$ cat src/rtl/apb_uart_host_pkg.sv
// Shared definitions for the APB UART host: responder register map,
// FIFO_STATUS bit positions and the host sequencer state encoding.
package apb_uart_host_pkg;

    localparam logic [3:0] REG_DATA        = 4'h0;
    localparam logic [3:0] REG_FIFO_STATUS = 4'h4;
    localparam logic [3:0] REG_IRQ_STATUS  = 4'h8;
    localparam logic [3:0] REG_IRQ_ENABLE  = 4'hc;

    localparam int STAT_RX_AVAIL = 0;
    localparam int STAT_TX_SPACE = 1;

    typedef enum logic [2:0] {
        IDLE,
        ST_SETUP,
        ST_ACCESS,
        RD_SETUP,
        RD_ACCESS,
        WR_SETUP,
        WR_ACCESS,
        GAP
    } host_state_e;

    function automatic logic is_setup(input host_state_e s);
        return s inside {ST_SETUP, RD_SETUP, WR_SETUP};
    endfunction

    function automatic logic is_access(input host_state_e s);
        return s inside {ST_ACCESS, RD_ACCESS, WR_ACCESS};
    endfunction

endpackage

$ cat src/rtl/apb_uart_host.sv
// APB initiator that polls a byte-UART responder, streams RX bytes out and
// pushes local TX bytes into the responder's FIFO.
module apb_uart_host
    import apb_uart_host_pkg::*;
#(
    parameter int POLL_GAP = 4
) (
    input  logic        clk,
    input  logic        reset,
    input  logic        enable,
    output logic        PSEL,
    output logic        PENABLE,
    output logic        PWRITE,
    output logic [3:0]  PADDR,
    output logic [31:0] PWDATA,
    input  logic [31:0] PRDATA,
    input  logic        PREADY,
    input  logic        irq,
    input  logic [7:0]  in_data,
    input  logic        in_valid,
    output logic        in_ready,
    output logic [7:0]  out_data,
    output logic        out_valid,
    input  logic        out_ready
);

    localparam logic [7:0] GAP_LOAD = 8'(POLL_GAP);

    host_state_e r_state;
    host_state_e w_next_state;
    logic [7:0]  r_gap_cnt;
    logic        r_psel;
    logic        r_penable;
    logic        r_pwrite;
    logic [3:0]  r_paddr;
    logic [7:0]  r_pwdata;
    logic        r_out_valid;
    logic [7:0]  r_out_data;
    logic        w_take_rx;
    logic        w_take_tx;
    logic        w_in_ready;
    logic        w_rd_done;
    logic        w_unused_prdata;

    // Only the low byte (data) and the two status flags are meaningful.
    assign w_unused_prdata = ^PRDATA[31:8];

    // RX wins only if the holding register is free, so no byte is ever dropped.
    assign w_take_rx = PRDATA[STAT_RX_AVAIL] && !r_out_valid;
    assign w_take_tx = PRDATA[STAT_TX_SPACE] && in_valid;

    always_comb begin
        // NOTE: every signal written here gets a default first so no latch is inferred.
        w_next_state = r_state;
        w_in_ready   = 1'b0;
        w_rd_done    = 1'b0;
        case (r_state)
            IDLE: begin
                if (enable) w_next_state = ST_SETUP;
            end
            ST_SETUP:  w_next_state = ST_ACCESS;
            ST_ACCESS: begin
                if (PREADY) begin
                    if (!enable) begin
                        w_next_state = IDLE;
                    end else if (w_take_rx) begin
                        w_next_state = RD_SETUP;
                    end else if (w_take_tx) begin
                        w_next_state = WR_SETUP;
                        w_in_ready   = 1'b1;
                    end else begin
                        w_next_state = GAP;
                    end
                end
            end
            RD_SETUP:  w_next_state = RD_ACCESS;
            RD_ACCESS: begin
                if (PREADY) begin
                    w_rd_done    = 1'b1;
                    w_next_state = enable ? ST_SETUP : IDLE;
                end
            end
            WR_SETUP:  w_next_state = WR_ACCESS;
            WR_ACCESS: begin
                if (PREADY) w_next_state = enable ? ST_SETUP : IDLE;
            end
            GAP: begin
                if (!enable) begin
                    w_next_state = IDLE;
                end else if (irq || r_gap_cnt <= 8'd1) begin
                    w_next_state = ST_SETUP;
                end
            end
            default: w_next_state = IDLE;
        endcase
    end

    // NOTE: sequential state uses non-blocking assignments so every flop samples pre-edge values.
    always_ff @(posedge clk or negedge reset) begin
        if (!reset) begin
            r_state   <= IDLE;
            r_gap_cnt <= 8'd0;
        end else begin
            r_state <= w_next_state;
            if (r_state == ST_ACCESS && w_next_state == GAP) begin
                r_gap_cnt <= GAP_LOAD;
            end else if (r_state == GAP && r_gap_cnt != 8'd0) begin
                r_gap_cnt <= r_gap_cnt - 8'd1;
            end
        end
    end

    // APB outputs are flops driven from the next state, so they line up with r_state.
    always_ff @(posedge clk or negedge reset) begin
        if (!reset) begin
            r_psel    <= 1'b0;
            r_penable <= 1'b0;
            r_pwrite  <= 1'b0;
            r_paddr   <= 4'h0;
            r_pwdata  <= 8'h00;
        end else begin
            r_psel    <= is_setup(w_next_state) || is_access(w_next_state);
            r_penable <= is_access(w_next_state);
            case (w_next_state)
                ST_SETUP: begin
                    r_paddr  <= REG_FIFO_STATUS;
                    r_pwrite <= 1'b0;
                end
                RD_SETUP: begin
                    r_paddr  <= REG_DATA;
                    r_pwrite <= 1'b0;
                end
                WR_SETUP: begin
                    r_paddr  <= REG_DATA;
                    r_pwrite <= 1'b1;
                end
                default: ;
            endcase
            if (w_in_ready) r_pwdata <= in_data;
        end
    end

    always_ff @(posedge clk or negedge reset) begin
        if (!reset) begin
            r_out_valid <= 1'b0;
            r_out_data  <= 8'h00;
        end else if (w_rd_done) begin
            r_out_valid <= 1'b1;
            r_out_data  <= PRDATA[7:0];
        end else if (r_out_valid && out_ready) begin
            r_out_valid <= 1'b0;
        end
    end

    assign PSEL      = r_psel;
    assign PENABLE   = r_penable;
    assign PWRITE    = r_pwrite;
    assign PADDR     = r_paddr;
    assign PWDATA    = {24'h0, r_pwdata};
    assign in_ready  = w_in_ready;
    assign out_valid = r_out_valid;
    assign out_data  = r_out_data;

endmodule

$ cat config.mk
export PLATFORM = sky130hd
export DESIGN_NAME = apb_uart_host
export DESIGN_NICKNAME = d
export VERILOG_FILES = /design/src/rtl/apb_uart_host_pkg.sv /design/src/rtl/apb_uart_host.sv
export SDC_FILE = /design/constraint.sdc
export NUM_CORES = 1
export LEC_CHECK = 0
export ABC_CLOCK_PERIOD_IN_PS = 4200
export CAP_MARGIN = 0
export CORE_ASPECT_RATIO = 1.1
export CORE_MARGIN = 3
export CORE_UTILIZATION = 41
export CTS_CLUSTER_SIZE = 28
export DETAILED_ROUTE_END_ITERATION = 8
export HOLD_SLACK_MARGIN = 0.03
export PLACE_DENSITY = 0.85
export SLEW_MARGIN = 10
export SYNTH_ARGS = -nofsm -noshare
export SYNTH_HDL_FRONTEND = slang
export SYNTH_SLANG_ARGS = --single-unit
$ cat constraint.sdc
create_clock -name clk -period 4.2 [get_ports clk]
set_input_delay 1.26 -clock clk [delete_from_list [all_inputs] [get_ports clk]]
set_output_delay 1.26 -clock clk [all_outputs]
set_load 0.05 [all_outputs]
# Word level (Yosys, flattened, before mapping)
# Cells that the tools add are included.
[classes] n_lt_le_gt_ge=1 add_sub_neg=1 muxes=23 eq_ne=14 reduce_logical=19
[op_table] operator="$eq 3x3->1 const B" n=8
[op_table] operator="$mux 3" n=7
[op_table] operator="$pmux 3 s7" n=1
[op_table] operator="$mux 8" n=2
[op_table] operator="$eq 3x2->1 const B" n=4
[op_table] operator="$mux 1" n=10
[op_table] operator="$le 8x1->1 const B" n=1
[op_table] operator="$pmux 4 s2" n=1
[op_table] operator="$reduce_bool 2->1" n=4
[op_table] operator="$reduce_bool 8->1" n=1
[op_table] operator="$sub 8x1->8 const B" n=1
[op_table] operator="$eq 3x1->1 const B" n=2
[op_table] operator="$reduce_bool 3->1" n=2
[op_table] operator="$reduce_or 2->1" n=3
[op_table] operator="$logic_and 1x1->1" n=5
[op_table] operator="$logic_not 3->1" n=1
[op_table] operator="$logic_or 1x1->1" n=2
[op_table] operator="$mux 2" n=1
[op_table] operator="$pmux 1 s2" n=1
[op_table] operator="$logic_not 1->1" n=1
[totals] reg_bits=35

# Longest topological paths before layout
# Gate-level depths: netlist of run 1.
[depth] word_depth=9 mapped_depth=8

# Worst setup path after synthesis of run 1
# Ideal clock, no wire load.
[synth_path] path_kind="input-to-output" from="input port PREADY" to="output port in_ready" setup_slack_ns=0.610 t_arrival_ns=2.330 cell_stages=5 n_path_buf=0 path_cell_list="nand4b_1 > or2_2 > nor2_1 > nand2_4 > inv_1"
[synth_between] elab_chain_len=2
[synth_rtl] item="from (decl)" line_no="apb_uart_host.sv:17" source="input logic PREADY,"
[synth_rtl] item="$mux 1" line_no="apb_uart_host.sv:63" source="if (PREADY) begin"
[synth_rtl] item="$mux 1" line_no="apb_uart_host.sv:57" source="case (r_state)"
[synth_rtl] item="to (decl)" line_no="apb_uart_host.sv:21" source="output logic in_ready,"
# No other way between the ends.

# Final worst setup path of run 1
[layout_path] from="input port enable" to="output port in_ready"
[layout_between] elab_chain_len=3
[layout_rtl] item="from (decl)" line_no="apb_uart_host.sv:10" source="input logic enable,"
[layout_rtl] item="$mux 1" line_no="apb_uart_host.sv:64" source="if (!enable) begin"
[layout_rtl] item="$mux 1" line_no="apb_uart_host.sv:63"
[layout_rtl] item="$mux 1" line_no="apb_uart_host.sv:57"
# No other way between the ends.

==> results of run 1 <==
-- sequential cells by signal (all words and copies together) (netlist names) --
| signal | count |
|---|---|
| r_state | 3 |
| PADDR | 1 |
| r_gap_cnt | 8 |
| PWRITE | 1 |
| out_data | 8 |
| out_valid | 1 |
| PENABLE | 1 |
| PSEL | 1 |
| r_pwdata | 8 |
-- path summary, 6_finish.rpt --
kind | end | slack, ns | cells past startpoint
worst max-delay path | in_ready | 0.15 | 7
worst min-delay path | r_pwdata[1] | 0.50 | 1
worst max register to register | r_pwdata[3] | 1.95 | 6
worst min register to register | r_pwdata[1] | 0.50 | 1
max in group asynchronous | r_pwdata[6] | 2.53 | 2
min in group asynchronous | r_state[1] | 1.37 | 2
-- power groups by stage --
stage	combinational (W)	clock, W	sequential, W
after floorplan	0.000334	0	0.000889
after global placement	0.000918	0	0.000554
after detailed placement	0.000943	0	0.000565
after CTS	0.000946	0.000261	0.000560
after global routing	0.000986	0.000276	0.000579
final	0.000939	0.000249	0.000560
-- worst reg2reg max path, cell delays in order (launching register included) --
cell and delay (ns):
dfrtp_1 0.44, or4_4 0.59, o311ai_4 0.37, o21a_1 0.24, nand2_4 0.05, buf_4 0.17
mux2_2 0.28
-- cell type report --
cell class	count	area [µm²]
Fill cell	332	1750
Sequential cell	32	801
Multi-Input combinational cell	110	764
Timing Repair Buffer	48	480
Clock buffer	7	96.3
Tap cell	52	65.1
Inverter	9	33.8
-- layer usage --
metal	vias up	global-route usage (%)	part of all wire [%]
met2	40	23.8	54
met4	0	5.41	1.4
met1	571	13.6	37
met3	5	4.74	7.0
li1	577	-	-
met5	-	0	0
-- metrics by stage --
stage               cell area (µm²)  hold slack [ns]  setup WS (ns)  power (W)
floorplan                      1810            0.518          0.610    0.00122
global route                   2240            0.516         0.0495    0.00184
detailed placement             2140            0.493          0.146    0.00151
global placement               2140            0.484          0.163    0.00147
CTS                            2240            0.507          0.141    0.00177
finish                         2240            0.505          0.149    0.00175
-- layout by cell type (no fill, tap or decap), types with 2 or more instances in the layout --
master,netlist,final
nor2b_1,3,3
nor3b_1,2,2
a21oi_1,3,3
xnor2_1,3,3
mux2_2,16,16
ha_1,2,2
nand4b_1,2,2
nand2_1,5,5
or2_2,3,3
clkdlybuf4s50_1,0,43
nand3_1,2,2
xor2_1,3,3
o21ai_0,2,2
inv_1,9,9
clkbuf_8,0,7
dfrtp_1,32,32
nor2_1,10,10
nor3_1,3,3
buf_4,27,4
conb_1,1,27
o211ai_1,2,2
-- cell families after synthesis --
logic type | count (synthesis) | synth area share (%)
adders and majority gates | 2 | 1.46
muxes | 17 | 11.1
and+or+nand+nor | 39 | 13.1
other | 1 | 0.218
xor gates and xnor gates | 6 | 3.06
buffers and inverters | 39 | 14.9
AOI/OAI and AO/OA | 19 | 9.55
DFF | 32 | 46.6
==> results_dict.tcl, run 1 <==
set metrics [dict create \
    numCtsBuffers 5 \
    period_needed_ns 4.05 \
    crit_chain "clkdlybuf4s50_1 -> nand4b_1 -> or2_2 -> nor2_1 -> nand2_4 -> inv_1 -> buf_12" \
    hpwlAfterDp_um 2550 \
    num_antenna_cells 0 \
    final_util_pct 56.1 \
    power.share.clock_pct 14.3 \
    tightest_slew_ns 0.586 \
    fin_crit_sh_pct 96.5 \
    rows 24 \
    ant_nets 0 \
    synth.most_common_cell "dfrtp_1" \
    cp_num_buf_inv 3 \
    ys_ff_latch 32 \
    async_reset_ff_share_pct 100 \
    fin_cells 258 \
    critPathArrivalTime_ns 2.79 \
    clock_sinks 32 \
    fin_nets 255 \
    yosys-top-cells-count "dfrtp_1 (32), buf_4 (27), mux2_2 (16)" \
    drt_iter0_markers 48 \
    cpPeakStageDelay_ns 0.50 \
    grt_max_degree 33 \
    slew_violations 0 \
    slowest_stage "clkdlybuf4s50_1" \
    ys_seq_area_share_pct 46.6 \
    peakVddDrop_uv 373 \
    path_clk_slew_ns 0.06 \
    h-tree-depth 2 \
    post_cts_resized 0 \
    initial_core_util_pct 43.0 \
    cts_tree "done" \
    vias 1193 \
    crit_type "in -> out" \
    leakage_nw 0.997 \
    holdBufCountCts 0 \
    status "finished, final reports clean" \
    post_cts_buffers 0 \
    cp-end-kind "output port" \
    yosys_most_used_dff "dfrtp_1" \
    clock_latency_ns 0.28 \
    gp_congestion 0.748 \
    hp-class "reg -> reg" \
    area.growth.synth_to_final_pct 30.5 \
    power_frac_comb_pct 53.7 \
    grt_antenna_before_repair 0 \
    cp.required_ns 2.94 \
    die_w_um 67.7 \
    drt-vias-per-instance 4.62 \
    final_layout_size_suffix_gt1_share_pct 19.4 \
    synth.distinct_cells 43 \
    grt_pass1_vias 1141 \
    syn_area_per_cell_um2 11.1 \
    finalSetupTns_ns 0 \
    dieArea_mm2 0.00500 \
    relSlewSlack_pct 60.9 \
    synth_cells 155 \
    yosys.area.top_type_share_pct 46.6 \
    coreArea_mm2 0.00399 \
    hold_viol 0 \
    grt_pass1_wl_um 4880 \
    timing.rr.start "r_gap_cnt[2]" \
    ys_warn_count 0 \
    powerDensity_mw_per_mm2 780 \
    dp_cells 251 \
    ios 96 \
    seq_power_share_pct 32.0 \
    post_drt_wl_per_cell_um 12.7 \
    crit_start "enable" \
    switchingPower_w 0.000809 \
    switching_share_pct 46.3 \
    first_pass_iters 3 \
    die_height_um 73.9 \
    clock_path_buffers 2 \
    hold_start "r_pwdata[1]" \
    rsz0062_at_grt "false" \
    drc_errors 0 \
    cp_max_fo 3 \
    worstSetupStartpointType "input pin" \
    wirelength_um 3280 \
    synth_edf_count 0 \
    setup_viol 0 \
    intPower_w 0.000939 \
    synthesis.area_mm2 0.00172 \
    cp_top_family "simple AND/OR/NAND/NOR gates" \
    track_usage_pct 13.2 \
    fmaxAchievable_mhz 247 \
    yosysTopAreaCell "dfrtp_1" \
    drv_cap 0 \
    finClkSkew_ns 0.00361 \
    overflow 0 \
    synth_area_leaders "dfrtp_1 (47%), buf_4 (12%), mux2_2 (10%)" \
    root_buffer "clkbuf_8" \
    place.port_buffers 44 \
]
(Power assumes the default switching activity.)
==> run 2, diff against run 1 <==
--- a/config.mk
+++ b/config.mk
@@ -5,16 +5,18 @@
 export SDC_FILE = /design/constraint.sdc
 export NUM_CORES = 1
 export LEC_CHECK = 0
+export ABC_AREA = 1
 export ABC_CLOCK_PERIOD_IN_PS = 4200
 export CAP_MARGIN = 0
 export CORE_ASPECT_RATIO = 1.1
 export CORE_MARGIN = 3
-export CORE_UTILIZATION = 41
+export CORE_UTILIZATION = 42
 export CTS_CLUSTER_SIZE = 28
 export DETAILED_ROUTE_END_ITERATION = 8
 export HOLD_SLACK_MARGIN = 0.03
-export PLACE_DENSITY = 0.85
+export PLACE_DENSITY_LB_ADDON = 0.2
 export SLEW_MARGIN = 10
 export SYNTH_ARGS = -nofsm -noshare
 export SYNTH_HDL_FRONTEND = slang
 export SYNTH_SLANG_ARGS = --single-unit
+export TNS_END_PERCENT = 30
==> results_dict.tcl, run 2 <==
set metrics [dict create \
    status "finished, final reports clean" \
    post_cts_resized 0 \
    synth_edf_count 0 \
    grt_pass1_wl_um 5350 \
    slew_violations 0 \
    power.total_w 0.00170 \
    slowest_stage "clkdlybuf4s50_1" \
    ios 96 \
    fin_nets 295 \
    num_antenna_cells 0 \
    synth_cells 195 \
    grt_pass1_vias 1214 \
    root_buffer "clkbuf_8" \
    post_cts_buffers 0 \
    vias 1303 \
    yosys-top-cells-count "nand2_1 (46), dfrtp_1 (32), buf_4 (27)" \
    worstSetupStartpointType "input pin" \
    syn_area_per_cell_um2 9.09 \
    relSlewSlack_pct 65.9 \
    final_common_cell "nand2_1" \
    numCtsBuffers 5 \
    setup_viol 0 \
    multiInputGateArea_um2 783 \
    synthesis.area_mm2 0.00177 \
    hp-class "reg -> reg" \
    post-place-ws_ns 0.309 \
    async_reset_ff_share_pct 100 \
    powerDensity_mw_per_mm2 743 \
    initial_core_util_pct 44.1 \
    post_drt_wl_per_cell_um 10.9 \
    die_w_um 68.0 \
    holdBufCountCts 0 \
    detailed_place.area_mm2 0.00219 \
    nFillCells 380 \
    coreArea_mm2 0.00402 \
    yosys.area.top_type_share_pct 45.2 \
    crit_type "in -> out" \
    track_usage_pct 14.1 \
    fin_cells 299 \
    hold_viol 0 \
    crit_chain "clkdlybuf4s50_1 -> nand2_1 -> clkinv_1 -> nand3_2 -> nor3_1 -> buf_12" \
    fin_area_mm2 0.00228 \
    fin_crit_sh_pct 92.5 \
    crit_start "PREADY" \
    finClkSkew_ns 0.00280 \
    ys_ff_latch 32 \
    clock_path_buffers 2 \
    synth.distinct_cells 29 \
    drt-vias-per-instance 4.36 \
    peakVddDrop_uv 404 \
    final_cell_mix "nand2_1 (46), clkdlybuf4s50_1 (43), dfrtp_1 (32)" \
    synth.most_common_cell "nand2_1" \
    grt_max_degree 33 \
    fin_ws_ns 0.316 \
    clock_sinks 32 \
    dp_cells 291 \
    leakage_nw 1.10 \
    die_height_um 74.1 \
    gp_congestion 0.756 \
    period_needed_ns 3.88 \
    cp.required_ns 2.94 \
    cp-end-kind "output port" \
    area.growth.synth_to_final_pct 28.8 \
    first_pass_iters 4 \
    yosysTopAreaCell "dfrtp_1" \
    tightest_slew_ns 0.511 \
    timing.rr.start "r_state[0]" \
    dieArea_mm2 0.00504 \
    final_layout_size_suffix_gt1_share_pct 17.8 \
    ys_seq_area_share_pct 45.2 \
    synth_area_leaders "dfrtp_1 (45%), buf_4 (11%), nand2_1 (9.7%)" \
    hold_start "r_pwdata[2]" \
    critPathArrivalTime_ns 2.62 \
    rsz0062_at_grt "false" \
    h-tree-depth 2 \
    drt_iter0_markers 35 \
    hpwlAfterDp_um 2440 \
    yosys_most_used_dff "dfrtp_1" \
    cp_max_fo 4 \
    wirelength_um 3260 \
    path_clk_slew_ns 0.06 \
    rows 24 \
    finalSetupTns_ns 0 \
    drc_errors 0 \
    cpPeakStageDelay_ns 0.55 \
    layout.area.seq_um2 801 \
    drv_cap 0 \
    grt_antenna_before_repair 0 \
    reg2reg_slack_ns 2.50 \
    ant_nets 0 \
    ys_warn_count 0 \
    place.port_buffers 44 \
    overflow 0 \
    fmaxAchievable_mhz 257 \
    cts_tree "done" \
    clock_latency_ns 0.28 \
]
[run 2: metal layers]
layer | vias up | global-route usage (%) | part of all wire, %
met5 | - | 0 | 0
met4 | 0 | 5.30 | 1.7
met3 | 5 | 4.83 | 7.0
met2 | 48 | 22.8 | 47
met1 | 595 | 17.3 | 44
li1 | 655 | - | -
[run 2: per-stage QoR]
stage               utilization (%)  hold WS (ns)
floorplan                         -         0.522
global placement               54.5         0.454
detailed placement             54.5         0.459
CTS                            56.7         0.474
global route                   56.7         0.481
finish                         56.7         0.468
[run 2: final timing paths]
kind	endpoint	depth (start not counted)
setup / recovery	in_ready	6
hold / removal	r_pwdata[2]	2
setup reg to reg	PADDR[2]	7
hold reg to reg	r_pwdata[2]	2
max in group asynchronous	r_pwdata[7]	2
min in group asynchronous	r_pwdata[0]	2
[run 2: cell type report]
class	instances	share of cell area [%]
inverter	21	3.45
sequential	32	35.1
tap	52	2.85
clock buffer	8	3.95
multi-input combinational	140	34.3
timing repair buffer	46	20.4
[run 2: where the power goes]
part           total, W  internal, W  switching [W]
Sequential     0.000537     0.000445      0.0000919
Combinational  0.000921     0.000308       0.000613
Clock          0.000239     0.000133       0.000105
[run 2: kinds of logic (layout without fill, tap and decap cells)]
| group | Yosys count | after routing | share of synthesized area, % |
|---|---|---|---|
| and+or+nand+nor | 83 | 83 | 23.6 |
| muxes | 7 | 7 | 4.45 |
| other | 1 | 27 | 0.212 |
| xor gates and xnor gates | 7 | 7 | 3.46 |
| adders and majority gates | 2 | 2 | 1.41 |
| buffers and inverters | 49 | 75 | 16.2 |
| DFF | 32 | 32 | 45.2 |
| AOI/OAI and AO/OA | 14 | 14 | 5.50 |
[run 2: critical path: cells and delay by family]
family | cells | cell delay [ns]
buffers and inverters | 3 | 0.80
and+or+nand+nor | 3 | 0.57
==> run 3, diff against run 2 <==
--- a/config.mk
+++ b/config.mk
@@ -11,10 +11,12 @@
 export CORE_ASPECT_RATIO = 1.1
 export CORE_MARGIN = 3
 export CORE_UTILIZATION = 42
+export CTS_CLUSTER_DIAMETER = 120
 export CTS_CLUSTER_SIZE = 28
 export DETAILED_ROUTE_END_ITERATION = 8
 export HOLD_SLACK_MARGIN = 0.03
-export PLACE_DENSITY_LB_ADDON = 0.2
+export MAX_ROUTING_LAYER = met4
+export PLACE_DENSITY = 0.86
 export SLEW_MARGIN = 10
 export SYNTH_ARGS = -nofsm -noshare
 export SYNTH_HDL_FRONTEND = slang
==> results_dict.tcl, run 3 (same netlist as run 2, synthesis figures left out) <==
set metrics [dict create \
    fmaxAchievable_mhz 259 \
    vias 1322 \
    wirelength_um 3260 \
    die_height_um 74.1 \
    overflow 0 \
    path_clk_slew_ns 0.06 \
    grt_pass1_wl_um 5090 \
    grt_antenna_before_repair 0 \
    fin_crit_sh_pct 92.0 \
    multiInputGateArea_um2 783 \
    h-tree-depth 2 \
    holdBufCountCts 0 \
    final_util_pct 56.7 \
    grt_max_degree 33 \
    setup_viol 0 \
    post_cts_resized 0 \
    initial_core_util_pct 44.1 \
    root_buffer "clkbuf_8" \
    cp_max_fo 11 \
    tightest_slew_ns 0.515 \
    layout.area.seq_um2 801 \
    crit_chain "clkdlybuf4s50_1 -> nand2_1 -> clkinv_1 -> nand3_2 -> nor3_1 -> buf_4 -> buf_12" \
    die_w_um 68.0 \
    ios 96 \
    finClkSkew_ns 0.00515 \
    fin_nets 295 \
    num_antenna_cells 0 \
    clock_latency_ns 0.28 \
    drt_iter0_markers 39 \
    crit_type "in -> out" \
    critPathArrivalTime_ns 2.61 \
    drt-vias-per-instance 4.42 \
    place.port_buffers 44 \
    status "finished, final reports clean" \
    track_usage_pct 14.1 \
    clock_path_buffers 2 \
    drv_cap 0 \
    post_cts_buffers 0 \
    drc_errors 0 \
    final_common_cell "nand2_1" \
    worstSetupStartpointType "input pin" \
    period_needed_ns 3.87 \
    post_drt_wl_per_cell_um 10.9 \
    slew_violations 0 \
    clock_sinks 32 \
    area.growth.synth_to_final_pct 28.8 \
    hpwlAfterDp_um 2500 \
    gp_congestion 0.807 \
    grt_pass1_vias 1152 \
    rows 24 \
    peakVddDrop_uv 416 \
    ant_nets 0 \
    powerDensity_mw_per_mm2 748 \
    cts_tree "done" \
    cp.required_ns 2.94 \
    cp-end-kind "output port" \
    hp-class "reg -> reg" \
    first_pass_iters 4 \
    dieArea_mm2 0.00504 \
    slowest_stage "clkdlybuf4s50_1" \
    hold_viol 0 \
    rsz0062_at_grt "false" \
    leakage_nw 1.10 \
    numCtsBuffers 5 \
    finalSetupTns_ns 0 \
    final_cell_mix "nand2_1 (46), clkdlybuf4s50_1 (43), dfrtp_1 (32)" \
    nFillCells 363 \
    coreArea_mm2 0.00402 \
    cpPeakStageDelay_ns 0.56 \
    final_layout_size_suffix_gt1_share_pct 17.8 \
    relSlewSlack_pct 65.5 \
]
==> run 3: through the flow <==
| stage | cells | hold slack [ns] | setup WS, ns | total power, W | instance area, µm² |
|---|---|---|---|---|---|
| 5_1_grt | 299 | 0.499 | 0.232 | 0.00181 | 2280 |
| 3_3_place_gp | 291 | 0.454 | 0.354 | 0.00145 | 2190 |
| 6_report | 299 | 0.470 | 0.335 | 0.00171 | 2280 |
| 2_1_floorplan | 221 | 0.522 | 0.900 | 0.00122 | 1870 |
| 3_5_place_dp | 291 | 0.459 | 0.334 | 0.00148 | 2190 |
| 4_1_cts | 299 | 0.474 | 0.319 | 0.00173 | 2280 |
==> run 3: critical path: cells and delay by family <==
family        cells  cell delay (ns)
buf+inv           4             0.99
simple gates      3             0.36
==> run 3: report_power, final <==
group	internal [W]	total (W)	switching (W)
clock network	0.000133	0.000238	0.000104
logic	0.000310	0.000932	0.000622
registers	0.000445	0.000538	0.0000931
==> run 3: per-layer routing <==
| metal | global-route usage (%) | vias up | part of all wire, % | wire length (µm) |
|---|---|---|---|---|
| li1 | - | 659 | - | - |
| met1 | 17.0 | 610 | 41 | 1340 |
| met2 | 20.8 | 49 | 48 | 1570 |
| met3 | 6.34 | 4 | 9.6 | 311 |
| met4 | 5.30 | 0 | 0.95 | 31 |
| met5 | - | - | 0 | 0 |
==> run 3: worst paths after layout <==
kind / cells past startpoint / to / startpoint / slack [ns]
max: 7 / in_ready / PREADY / 0.33
min: 2 / r_pwdata[6] / r_pwdata[6] / 0.47
max reg2reg: 10 / r_gap_cnt[0] / r_gap_cnt[0] / 2.62
min reg2reg: 2 / r_pwdata[6] / r_pwdata[6] / 0.47
max in group asynchronous: 2 / out_data[2] / reset / 2.53
min in group asynchronous: 2 / r_pwdata[2] / reset / 1.37
==> run 3: final cells by class <==
cell class / count / area share (%)
tap: 52 / 2.85
clock buffer: 8 / 3.95
timing repair buffer: 46 / 20.4
multi-input combinational: 140 / 34.3
inverter: 21 / 3.45
sequential: 32 / 35.1
